<file path="config.mk">
export PLATFORM = sky130hd
export DESIGN_NAME = tx_frame_scheduler
export DESIGN_NICKNAME = d
export VERILOG_FILES = /design/src/rtl/tx_frame_scheduler.sv
export SDC_FILE = /design/constraint.sdc
export NUM_CORES = 1
export LEC_CHECK = 0
export ABC_AREA = 0
export ABC_CLOCK_PERIOD_IN_PS = 4000
export CAP_MARGIN = 10
export CORE_ASPECT_RATIO = 0.6
export CORE_MARGIN = 1
export CORE_UTILIZATION = 41
export CTS_CLUSTER_SIZE = 40
export DETAILED_ROUTE_END_ITERATION = 6
export PLACE_DENSITY = 0.84
export SYNTH_ARGS = -nofsm -noshare
export SYNTH_HDL_FRONTEND = slang
export SYNTH_SLANG_ARGS = --single-unit
</file>
<file path="constraint.sdc">
create_clock -name clk_i -period 4 [get_ports clk_i]
set_input_delay 1.2 -clock clk_i [delete_from_list [all_inputs] [get_ports clk_i]]
set_output_delay 1.2 -clock clk_i [all_outputs]
set_load 0.01 [all_outputs]
</file>
<file path="src/rtl/tx_frame_scheduler.sv">
// Round-robin frame scheduler: grants one source per frame and streams its bytes onto a shared TX channel.
// Define TX_SCHED_CRC_EN to append a CRC-16/CCITT-FALSE trailer (high byte, then low byte) to each frame.
module tx_frame_scheduler #(
   parameter int NUM_REQ = 4,
   parameter int LEN_W   = 8
) (
   input  logic                     clk_i,
   input  logic                     rst_ni,
   input  logic [NUM_REQ-1:0]       send_data_i,
   input  logic [NUM_REQ*LEN_W-1:0] req_len_i,
   input  logic [NUM_REQ*8-1:0]     src_data_i,
   input  logic [NUM_REQ-1:0]       src_valid_i,
   output logic [NUM_REQ-1:0]       src_ready_o,
   output logic [NUM_REQ-1:0]       gnt_o,
   output logic [7:0]               tx_data_o,
   output logic                     tx_valid_o,
   input  logic                     tx_ready_i,
   output logic                     tx_last_o,
   output logic                     busy_o
);

   localparam int IDX_W = $clog2(NUM_REQ);

`ifdef TX_SCHED_CRC_EN
   typedef enum logic [1:0] {IDLE, PAYLOAD, CRC1, CRC2} state_t;
`else
   typedef enum logic [1:0] {IDLE, PAYLOAD} state_t;
`endif

   state_t             state_q;
   logic [NUM_REQ-1:0] gnt_q;
   logic [IDX_W-1:0]   gidx_q;
   logic [IDX_W-1:0]   last_q;
   logic [LEN_W-1:0]   cnt_q;
   logic               busy_q;
`ifdef TX_SCHED_CRC_EN
   logic [15:0]        crc_q;
`endif

   logic [7:0]       src_byte [NUM_REQ];
   logic [LEN_W-1:0] len_arr  [NUM_REQ];
   logic             pick_vld;
   logic [IDX_W-1:0] pick_idx;
   logic [IDX_W-1:0] arb_idx;
   logic             beat;
   logic             frame_done;

`ifdef TX_SCHED_CRC_EN
   function automatic logic [15:0] crc_byte(input logic [15:0] c, input logic [7:0] d);
      logic [15:0] r;
      r = c;
      for (int i = 7; i >= 0; i--)
         r = (r[15] ^ d[i]) ? ({r[14:0], 1'b0} ^ 16'h1021) : {r[14:0], 1'b0};
      return r;
   endfunction
`endif

   always_comb begin
      for (int s = 0; s < NUM_REQ; s++) begin
         src_byte[s] = src_data_i[s*8 +: 8];
         len_arr[s]  = req_len_i[s*LEN_W +: LEN_W];
      end
   end

   // First requester found walking upward from the source after the last grant.
   always_comb begin
      pick_vld = 1'b0;
      pick_idx = '0;
      arb_idx  = '0;
      for (int i = 1; i <= NUM_REQ; i++) begin
         arb_idx = IDX_W'((int'(last_q) + i) % NUM_REQ);
         if (!pick_vld && send_data_i[arb_idx]) begin
            pick_vld = 1'b1;
            pick_idx = arb_idx;
         end
      end
   end

   always_comb begin
      tx_data_o   = '0;
      tx_valid_o  = 1'b0;
      tx_last_o   = 1'b0;
      src_ready_o = '0;
      case (state_q)
         PAYLOAD: if (cnt_q != '0) begin
            tx_data_o           = src_byte[gidx_q];
            tx_valid_o          = src_valid_i[gidx_q];
            src_ready_o[gidx_q] = tx_ready_i;
`ifndef TX_SCHED_CRC_EN
            tx_last_o           = src_valid_i[gidx_q] && (cnt_q == LEN_W'(1));
`endif
         end
`ifdef TX_SCHED_CRC_EN
         CRC1: begin
            tx_valid_o = 1'b1;
            tx_data_o  = crc_q[15:8];
         end
         CRC2: begin
            tx_valid_o = 1'b1;
            tx_data_o  = crc_q[7:0];
            tx_last_o  = 1'b1;
         end
`endif
         default: ;
      endcase
   end

   assign beat = tx_valid_o & tx_ready_i;

   // A zero count in PAYLOAD is a zero-length grant: hold gnt one cycle and release.
   always_comb begin
      frame_done = 1'b0;
      case (state_q)
`ifdef TX_SCHED_CRC_EN
         PAYLOAD: frame_done = (cnt_q == '0);
         CRC2:    frame_done = tx_ready_i;
`else
         PAYLOAD: frame_done = (cnt_q == '0) || (beat && cnt_q == LEN_W'(1));
`endif
         default: ;
      endcase
   end

   always_ff @(posedge clk_i or negedge rst_ni) begin
      if (!rst_ni) begin
         state_q <= IDLE;
         gnt_q   <= '0;
         gidx_q  <= '0;
         last_q  <= IDX_W'(NUM_REQ-1);
         cnt_q   <= '0;
         busy_q  <= 1'b0;
`ifdef TX_SCHED_CRC_EN
         crc_q   <= 16'hFFFF;
`endif
      end else begin
         case (state_q)
            IDLE: if (pick_vld) begin
               gnt_q  <= NUM_REQ'(1) << pick_idx;
               gidx_q <= pick_idx;
               cnt_q  <= len_arr[pick_idx];
               busy_q <= 1'b1;
`ifdef TX_SCHED_CRC_EN
               crc_q   <= 16'hFFFF;
               state_q <= (len_arr[pick_idx] == '0) ? CRC1 : PAYLOAD;
`else
               state_q <= PAYLOAD;
`endif
            end
            PAYLOAD: if (beat) begin
               cnt_q <= cnt_q - LEN_W'(1);
`ifdef TX_SCHED_CRC_EN
               crc_q <= crc_byte(crc_q, tx_data_o);
               if (cnt_q == LEN_W'(1)) state_q <= CRC1;
`endif
            end
`ifdef TX_SCHED_CRC_EN
            CRC1: if (tx_ready_i) state_q <= CRC2;
`endif
            default: ;
         endcase
         if (frame_done) begin
            state_q <= IDLE;
            gnt_q   <= '0;
            busy_q  <= 1'b0;
            last_q  <= gidx_q;
         end
      end
   end

   assign gnt_o  = gnt_q;
   assign busy_o = busy_q;

endmodule

</file>
==> results <==
- The congestion estimate from routability-driven global placement came to 0.907.
- For met1 alone, demand over resource in global routing was 0.331.
- The library cell appearing most often on the critical path is clkdlybuf4s50_1.
- The number of cell rows is 17.
- The arrival time at the worst endpoint is 2750 ps.
- At the end of the flow the core is filled with cells to 0.714.
- The post-route total power is 0.791 mW.
- For the pin with the worst max-slew slack, the measured transition is 799 ps.
- The headroom to the max-slew limit is 0.466.
- The areal power density over the cells is 296 nW/um2.
- The first global-routing pass estimated 7.73 mm of wire.
- The hold buffer count at cts is 0.
- The worst path required time is 2800 ps.
- The fraction of the mapped netlist area in compound gates came to 0.239.
- The number of antenna violations at the first check in global routing is 0.
- The final route contains 1808 vias.
- The number of max-cap violations is 0.
- The maximum operating frequency is 253 MHz.
- The final max-slew violation count is 0.
- The maximum vdd drop is 183 uV.
- The run finished with clean final reports.
- The fraction of layout instances using a drive strength above 1 is 0.105.
- The repair_antennas step left the layout with diodes totalling 0.
- The number of hold-slack violations in the final timing report is 0.
- TritonCTS built the clock tree.
- The tree is rooted in a clkbuf_8.
- The startpoint identified for the worst register-to-register timing path is gidx_q[0].
- Of the total synthesized cell area, the portion taken by XOR and XNOR cells is 0.
- The global-route congestion overflow total is 0.
- CTS built an H-tree with a depth of 1.
- From synthesis to final layout, the design area changed by 64.1%.
- The number of setup violations in the final report is 0.
- The largest family of logic cells by synthesized area is simple AND/OR/NAND/NOR gates.
- In this run, CTS created clock tree buffers numbering 3.
- Of the total synthesized cell area, the portion taken by AND, OR, NAND and NOR gates is 0.240.
- After technology mapping, the gate count stands at 180.
- The sort of element at the end of the critical path is an output port.
- The post-layout instance area is 2670 um2.
- The initial utilization of the core area, before any placement, comes to 0.435.
- The number of nets with antenna violations after detailed routing is 0.
- The startpoint kind of the worst setup timing path is a primary input.
- Yosys mapped the design onto 49 distinct sky130hd cell types.
- Of the total synthesized cell area, the portion taken by full adders, half adders and majority gates is 0.0154.
- At the later pin of the worst-skew pair, clock insertion delay measures 250 ps.
- The average cell area after synthesis is 9.04 um2.
- The min-delay analysis places its worst path in the category register to register.
- The time the worst path needs with I/O delays and setup is 3950 ps.
- Synthesis inferred 17 register bits.
- The final worst-path cycle share is 0.989.
- The pre-CTS setup slack is 47.3 ps.
- The floorplan die height is 50.8 um.
- Setup repair after global routing left no endpoint under its margin.
- Across all register-to-register paths, the minimum setup slack is 1650 ps.
- The critical register-to-register path endpoint is cnt_q[6].
- The standard cell with the maximum stage delay on the critical path is mux4_2.
- The region available for standard cell placement spans 3740 um2.
- The hold-critical path depth is 2.
- The number of cells on the worst reg-to-reg path is 6.
- For this run, global-route usage on met3 was measured as 0.0592.
- The async set or reset register ratio after synthesis is 1.00.
- The average wire per cell in the routed design is 14.7 um.
- During placement, the flow inserted port buffers numbering 93.
- Of the synthesized area, sequential elements account for 0.263.
- Clock-pin slew was measured on the worst setup and hold paths at 60 ps.
- The portion of netlist area occupied by mux cells is 0.209.
- Traced cell by cell, the critical path runs through clkdlybuf4s50_1 -> mux4_2 -> nand3_1 -> nor2_1 -> clkdlybuf4s50_1.
- In this run the count of I/O pins placed on the die edge is 94.
- The overall die area is 4230 um2.
- The ratio of routed vias to standard cells is 5.61.
- In this run, the number of DRC markers left after iteration 0 of detailed routing was 120.
- The via count of the first global-routing pass was 1631.
- In this run the cell area of the synthesized design comes to 1630 um2.
- Across every metal layer, demand over resource in global routing totals 0.230.
- In the global route stage, met2 resource usage came out at 0.355.
- The critical path in this run is classified as primary input to output port.
- In this run the worst path has a maximum fanout of 3.
- The net count of the finished layout is 353.
- The most crowded layer after global routing is met2.
- The worst hold path begins at gnt_o[1].
- The die extent in x is 83.3 um.
- The pre-antenna-repair detailed-routing pass consisted of 4 iterations.
- The clock tree skew after final layout is 5.56 ps.
- The largest single stage delay on the critical path is 510 ps.
- The worst path meets setup with 45.1 ps of slack.
- The clock drives 17 sinks.
- The number of nets handed over by synthesis was 257.
- After detailed routing, the total wire length is 4.73 mm.
- The maximum number of pins on one net before global-route repair is 18.
- The placed wire-length estimate after detailed placement is 3.90 mm.
- Summed over all failing endpoints, the final setup total negative slack is 0 ps.
- After clock tree synthesis, the repair step resized 0 gates.
- In this run the static leakage power is 1.03 nW.
- The detailed-route DRC error count is 0.
- Summing all placed instances gives a cell area of 2630 um2.
- The hold-critical path endpoint is gnt_o[1].
- The post-CTS repair timing setup buffer count is 0.
- The number of synthesized flops with an enable pin is 0.
- The largest buffer count on any clock path is 2.
- The most used flip-flop cell after synthesis is dfrtp_1.
- For this run, the number of Yosys warnings is 0.
## routing by layer
metal  vias up  routed length [um]  part of all wire
li1        889                   -                 -
met1       828                2270              0.48
met2        85                2020              0.43
met3         6                 402             0.085
met4         0                  39            0.0082
met5         -                   0                 0
## cells by family (layout without fill, tap and decap cells)
| kind of cell | count (synthesis) | after routing |
|---|---|---|
| multiplexers | 20 | 20 |
| flip-flops | 17 | 17 |
| buffers and inverters | 14 | 109 |
| AND/OR/NAND/NOR | 70 | 70 |
| adder cells (fa/ha/maj) | 2 | 2 |
| AO/OA/AOI/OAI | 57 | 57 |
## worst max-delay path: cells and delay by family
family | cells | cell delay (ps)
buf+inv | 2 | 880
mux | 1 | 510
simple gates | 2 | 170
## sequential cells by signal, indices dropped and copies added, names as in the netlist
name and flops:
busy_o 1, cnt_q 8, gidx_q 2, gnt_o 4
last_q 2
## power breakdown
part,internal (mW),switching [mW],leakage (nW)
Clock,0.0708,0.0605,0.0228
Combinational,0.241,0.141,0.820
Sequential,0.213,0.0649,0.192
## layout by cell type, fill, tap and decap left out, types with 3 or more instances in the layout
master,Yosys,layout
a21boi_0,5,5
a21o_1,4,4
a21oi_1,3,3
and3_1,4,4
buf_4,0,5
clkbuf_8,0,3
clkdlybuf4s50_1,0,93
dfrtp_1,15,15
inv_1,7,7
mux2i_1,7,7
mux4_2,11,11
nand2_1,13,13
nand2b_1,4,4
nand3_1,6,6
nor2_1,10,10
nor2b_1,9,9
nor3_1,3,3
nor4_1,5,5
o21a_1,3,3
o21ai_0,18,18
o31ai_1,4,4
or3_1,4,4
## cell usage after synthesis (3+ instances only)
cell,n,share of area
dfrtp_1,15,0.23
nand2_1,13,0.030
o21ai_0,18,0.055
nor2b_1,9,0.035
nor4_1,5,0.019
o31ai_1,4,0.018
a21boi_0,5,0.023
mux4_2,11,0.15
clkbuf_1,4,0.0092
or3_1,4,0.015
nor3_1,3,0.0092
a21oi_1,3,0.0092
mux2i_1,7,0.043
and3_1,4,0.015
inv_1,7,0.016
nor2_1,10,0.023
a21o_1,4,0.018
nand3_1,6,0.018
o21a_1,3,0.014
nand2b_1,4,0.015
## final cells by class
cell class / count / area, um2
Clock buffer: 4 / 45.0
Tap cell: 47 / 58.8
Sequential cell: 17 / 428
Timing Repair Buffer: 98 / 968
Fill cell: 296 / 1070
Inverter: 7 / 26.3
Multi-Input combinational cell: 149 / 1140
## metrics by stage
step	cells	hold slack [ps]
6_report	322	548
4_1_cts	322	543
5_1_grt	322	586
3_5_place_dp	318	533
2_1_floorplan	180	532
3_3_place_gp	318	514
## worst max path at each step
stage | start | end | slack, ps | depth (start not counted)
after global routing | src_valid_i[3] | tx_last_o | 6 | 5
after global placement | src_valid_i[3] | tx_last_o | 100 | 5
after floorplan | src_valid_i[3] | tx_last_o | 920 | 3
final | src_valid_i[2] | tx_last_o | 50 | 5
after CTS | src_valid_i[2] | tx_last_o | 40 | 5
after detailed placement | src_valid_i[2] | tx_last_o | 50 | 5
(Power assumes the default switching activity.)
